### src/rtl/ser2par32_if.sv
// ser2par32 bus: serial input side plus parallel output handshake.
// master drives serial bits and ready; slave is the converter.
interface ser2par32_if #(
  parameter int WIDTH = 32
);
  logic             sin;
  logic             sin_valid;
  logic             dir;
  logic             po_ready;
  logic             po_valid;
  logic [WIDTH-1:0] po;

  modport master (
    output sin, sin_valid, dir, po_ready,
    input  po, po_valid
  );

  modport slave (
    input  sin, sin_valid, dir, po_ready,
    output po, po_valid
  );
endinterface

### src/rtl/ser2par32.sv
// ser2par32: serial-to-parallel word assembler with a held output
// register, valid/ready handshake, selectable bit order and overrun flag.
module ser2par32 #(
  parameter int WIDTH = 32
) (
  input  logic        clk,
  input  logic        reset,
  ser2par32_if.slave  bus,
  input  logic        clear,
  output logic        busy,
  output logic [5:0]  bit_cnt,
  output logic        overrun
);

  typedef enum logic {IDLE, SHIFT} state_t;

  state_t           state;
  logic [WIDTH-1:0] asm_q;
  logic [WIDTH-1:0] po_q;
  logic [WIDTH-1:0] nxt;
  logic [5:0]       cnt_q;
  logic             ord_q;
  logic             pv_q;
  logic             ovr_q;
  logic             take;
  logic             last;
  logic             ord;

  // Next assembly value; the first bit of a word uses dir directly.
  always_comb begin
    take = bus.sin_valid & ~clear;
    ord  = (state == IDLE) ? bus.dir : ord_q;
    last = take && (cnt_q == 6'(WIDTH - 1));
    nxt  = ord ? {bus.sin, asm_q[WIDTH-1:1]}
               : {asm_q[WIDTH-2:0], bus.sin};
  end

  // Word FSM, assembly register and output holding stage.
  always_ff @(posedge clk or negedge reset) begin
    if (!reset) begin
      state <= IDLE;
      asm_q <= '0;
      cnt_q <= '0;
      ord_q <= 1'b0;
      po_q  <= '0;
      pv_q  <= 1'b0;
      ovr_q <= 1'b0;
    end else begin
      if (clear) begin
        state <= IDLE;
        asm_q <= '0;
        cnt_q <= '0;
        ovr_q <= 1'b0;
      end else if (take) begin
        if (state == IDLE) ord_q <= bus.dir;
        if (last) begin
          state <= IDLE;
          asm_q <= '0;
          cnt_q <= '0;
        end else begin
          state <= SHIFT;
          asm_q <= nxt;
          cnt_q <= cnt_q + 6'd1;
        end
      end
      if (last && (!pv_q || bus.po_ready)) begin
        po_q <= nxt;
        pv_q <= 1'b1;
      end else if (last) begin
        ovr_q <= 1'b1;
      end else if (pv_q && bus.po_ready) begin
        pv_q <= 1'b0;
      end
    end
  end

  assign bus.po       = po_q;
  assign bus.po_valid = pv_q;
  assign busy         = (state == SHIFT);
  assign bit_cnt      = cnt_q;
  assign overrun      = ovr_q;

endmodule
### src/flat_wrapper.sv
// flat-port wrapper written by rule: the top's interface ports become plain ports
module ser2par32_flat 
#(
  parameter int WIDTH = 32
)
  (clk, reset, clear, busy, bit_cnt, overrun, bus_sin, bus_sin_valid, bus_dir, bus_po_ready, bus_po, bus_po_valid);
  ser2par32_if #(.WIDTH(WIDTH)) bus_i ();
  input  logic clk;
  input  logic reset;
  input  logic clear;
  output logic busy;
  output logic [5:0] bit_cnt;
  output logic overrun;
  input wire logic [$bits(bus_i.sin)-1:0] bus_sin;
  input wire logic [$bits(bus_i.sin_valid)-1:0] bus_sin_valid;
  input wire logic [$bits(bus_i.dir)-1:0] bus_dir;
  input wire logic [$bits(bus_i.po_ready)-1:0] bus_po_ready;
  output wire logic [$bits(bus_i.po)-1:0] bus_po;
  output wire logic [$bits(bus_i.po_valid)-1:0] bus_po_valid;
  assign bus_i.sin = bus_sin;
  assign bus_i.sin_valid = bus_sin_valid;
  assign bus_i.dir = bus_dir;
  assign bus_i.po_ready = bus_po_ready;
  assign bus_po = bus_i.po;
  assign bus_po_valid = bus_i.po_valid;
  ser2par32 #(.WIDTH(WIDTH)) u_core (.clk(clk), .reset(reset), .bus(bus_i), .clear(clear), .busy(busy), .bit_cnt(bit_cnt), .overrun(overrun));
endmodule
### config.mk
export PLATFORM = sky130hd
export DESIGN_NAME = ser2par32_flat
export DESIGN_NICKNAME = d
export VERILOG_FILES = /design/src/rtl/ser2par32_if.sv /design/src/rtl/ser2par32.sv /design/src/flat_wrapper.sv
export SDC_FILE = /design/constraint.sdc
export NUM_CORES = 1
export LEC_CHECK = 0
export BUFFER_PORTS_ARGS = -buffer_cell sky130_fd_sc_hd__buf_2
export CAP_MARGIN = 0
export CORE_MARGIN = 2
export CORE_UTILIZATION = 61
export CTS_BUF_LIST = sky130_fd_sc_hd__clkbuf_4 sky130_fd_sc_hd__clkbuf_8 sky130_fd_sc_hd__clkbuf_16
export DETAILED_ROUTE_END_ITERATION = 8
export HOLD_SLACK_MARGIN = 0.08
export PLACE_DENSITY = 0.84
export SYNTH_ARGS = -nofsm -noshare
export SYNTH_HDL_FRONTEND = slang
export SYNTH_SLANG_ARGS = --single-unit
### constraint.sdc
create_clock -name clk -period 4.8 [get_ports clk]
set_clock_uncertainty 0.1 [all_clocks]
set_input_delay 0.48 -clock clk [delete_from_list [all_inputs] [get_ports clk]]
set_output_delay 0.48 -clock clk [all_outputs]
set_load 0.005 [all_outputs]
==> impl_metrics.py <==
metrics = {
    "clock_tree": {
        "tritoncts": "yes",
        "cts_max_level": 3,
        "cts.repair.resized": 0,
        "cts_made_buffers": 9,
        "cts.clk_slew.worst_paths_ns": 0.07,
        "holdBufCountCts": 1,
        "cts_setup_buffers": 0,
        "clkSinkCount": 74,
        "cts_max_path_buffers": 2,
        "clk_root_buffer_cell": "clkbuf_8",
        "insertion_delay_ns": 0.34,
    },
    "power": {
        "power_mw": 1.16,
        "peakVddDrop_uv": 233,
        "power.density_nw_per_um2": 302,
        "total_leakage_power_nw": 1.80,
    },
    "global_routing": {
        "grtUsageTotal_pct": 21.5,
        "antenna_found_initial": 0,
        "grt_max_degree": 65,
        "overflow": 0,
        "grt_pass1_vias": 2154,
        "grt_first_pass_wirelength_um": 10300,
    },
    "critical_path": {
        "max_stage_delay_ns": 0.99,
        "crit_fanout": 32,
        "cp_data_required_time_ns": 4.86,
        "path_buf_inv": 1,
        "critPathLaunchType": "flip-flop",
        "crit_family": "compound AO/OA/AOI/OAI gates",
        "critPathCaptureType": "flip-flop",
        "crit_chain": "ha_1 -> inv_1 -> o21ai_2 -> o21ai_0",
        "critical_path_arrival_ns": 2.42,
        "cp_slowest_cell": "o21ai_2",
        "worstSetupPathType": "reg2reg",
    },
    "drt": {
        "drtAntennaViolNets": 0,
        "via_per_inst": 5.37,
        "drc": 0,
        "finalWirelength_um": 6020,
        "drt-wirelength-per-cell_um": 14.7,
        "vias": 2209,
        "drtIter0Drc": 242,
        "detail_route.first_pass.iterations": 4,
    },
    "die": {
        "dieHeight_um": 78.5,
        "pin_count": 48,
        "rows": 27,
        "dieArea_sq_um": 6170,
        "initial_core_util_pct": 62.3,
        "coreArea_sq_um": 5440,
        "fp.dieW_um": 78.5,
    },
    "logic_synthesis": {
        "synth.net_count": 298,
        "postSynthAreaPerCell_sq_um": 11.7,
        "ys_types": 31,
        "synth_warnings": 0,
        "syn_inst": 290,
        "synth-seq-cells": 74,
        "synth_area_sq_um": 3390,
        "seq_area_frac_synth_pct": 54.6,
    },
    "outcome": {
        "outcome": "complete, no violations",
    },
    "run": {
        "cap_violations": 0,
    },
    "cells_and_area": {
        "multi_input_area_sq_um": 1200,
        "seq_area_sq_um": 1850,
        "n_fill_cell": 395,
        "drive_gt1_share_pct": 21.5,
        "finish.utilization_pct": 70.6,
        "antenna_cells": 0,
        "syn2layout_area_growth_pct": 13.4,
        "layout.nets": 342,
    },
    "sta": {
        "final.setup.tns_ns": 0,
        "maxSlewViolCount": 0,
        "slew_headroom_pct": 14.5,
        "fin_crit_sh_pct": 49.3,
        "worstMarginPinSlew_ns": 1.28,
        "hold_viol": 0,
        "setup_violations": 0,
        "rsz0062_at_grt": "no",
        "clock.fmax_mhz": 423,
        "whs_ns": 0.314,
        "min_period_ns": 2.37,
    },
    "placed_design": {
        "dp_hpwl_um": 3840,
        "gp_congestion": 0.746,
        "io_buffer_count": 47,
    },
    "hold_path": {
        "hp-class": "in2reg",
    },
}
-- cells by family after synthesis --
logic type,share of synthesized area (%)
xor gates and xnor gates,0.517
muxes,19.8
buffers and inverters,10.4
AOI/OAI and AO/OA,9.60
adders and majority gates,0.369
DFF,54.6
and+or+nand+nor,4.69
-- cell usage after synthesis --
cell,number,area share [%]
nor2_1,4,0.44
o22ai_1,1,0.18
dfrtp_1,74,55
or2b_1,1,0.22
buf_2,2,0.30
a31oi_1,1,0.18
buf_4,3,0.66
a21oi_1,2,0.30
nand2b_1,2,0.37
nand2_1,5,0.55
nor2b_1,2,0.37
xor2_1,2,0.52
mux2i_1,66,19
o31ai_1,1,0.22
o21ai_0,4,0.59
nor4b_4,1,0.70
o211ai_1,1,0.22
nand4b_4,1,0.70
buf_1,1,0.11
o32ai_1,30,7.8
inv_1,64,7.1
buf_6,4,1.3
clkbuf_1,8,0.89
or3_2,1,0.22
nand3_1,3,0.44
o21ai_1,1,0.15
or4_1,1,0.22
or3b_2,1,0.26
ha_1,1,0.37
mux2_2,1,0.33
nand4_1,1,0.18
-- sequential cells by signal, summed over array words and instances, names as in the netlist --
register and count:
u_core.bus.po_valid 1, u_core.ord_q 1, u_core.overrun 1, u_core.asm_q 32, u_core.bit_cnt 6, u_core.bus.po 32, u_core.busy 1
-- power by group --
group	total [mW]	internal, mW	switching [mW]
clock	0.453	0.240	0.213
combinational	0.0747	0.0262	0.0485
sequential	0.634	0.628	0.00580
-- layer usage --
layer	global-route usage, %	vias up	part of all wire [%]
li1	-	1075	-
met1	29.5	1087	46
met2	33.8	38	50
met3	3.91	9	3.5
met4	9.47	0	1.4
met5	0	-	0
-- worst reg2reg max path, cell delays in order, from the launching register on --
cell     delay [ns]
dfrtp_1        0.45
ha_1           0.27
inv_1          0.10
o21ai_2        0.99
o21ai_0        0.27
-- per-stage QoR --
| stage | instances | worst slack, ns | area [sq um] |
|---|---|---|---|
| after floorplan | 290 | 3.10 | 3390 |
| after CTS | 411 | 2.43 | 3840 |
| final | 411 | 2.43 | 3840 |
| after global routing | 411 | 2.29 | 3840 |
| after global placement | 394 | 2.34 | 3640 |
| after detailed placement | 394 | 2.29 | 3640 |
-- layout make-up --
type	instances	area share (%)
tap	72	2.34
inverter	64	6.25
sequential	74	48.2
clock inverter	2	0.261
clock buffer	14	4.69
multi-input combinational	134	31.3
timing repair buffer	51	6.97
-- cell usage in the layout (no fill, tap or decap), drive strengths merged, types with 2 or more instances in the layout --
cell type / instances
nor2: 4
xor2: 2
inv: 64
clkbuf: 14
a21oi: 2
clkinv: 2
o21ai: 5
buf: 50
nand2: 5
nand3: 3
nor2b: 2
dfrtp: 74
o32ai: 30
mux2i: 66
nand2b: 2
-- worst paths after layout --
path / start / end / slack [ns] / cells after the start
hold reg to reg: u_core.asm_q[31] / u_core.asm_q[31] / 0.39 / 2
max in group asynchronous: reset / u_core.bus.po[28] / 3.13 / 3
min in group asynchronous: reset / u_core.bus.po[9] / 0.42 / 2
setup / recovery: u_core.bit_cnt[0] / u_core.asm_q[30] / 2.43 / 4
hold / removal: bus_dir / u_core.ord_q / 0.31 / 2
setup reg to reg: u_core.bit_cnt[0] / u_core.asm_q[30] / 2.43 / 4
Power figures use the tool's default switching activity.
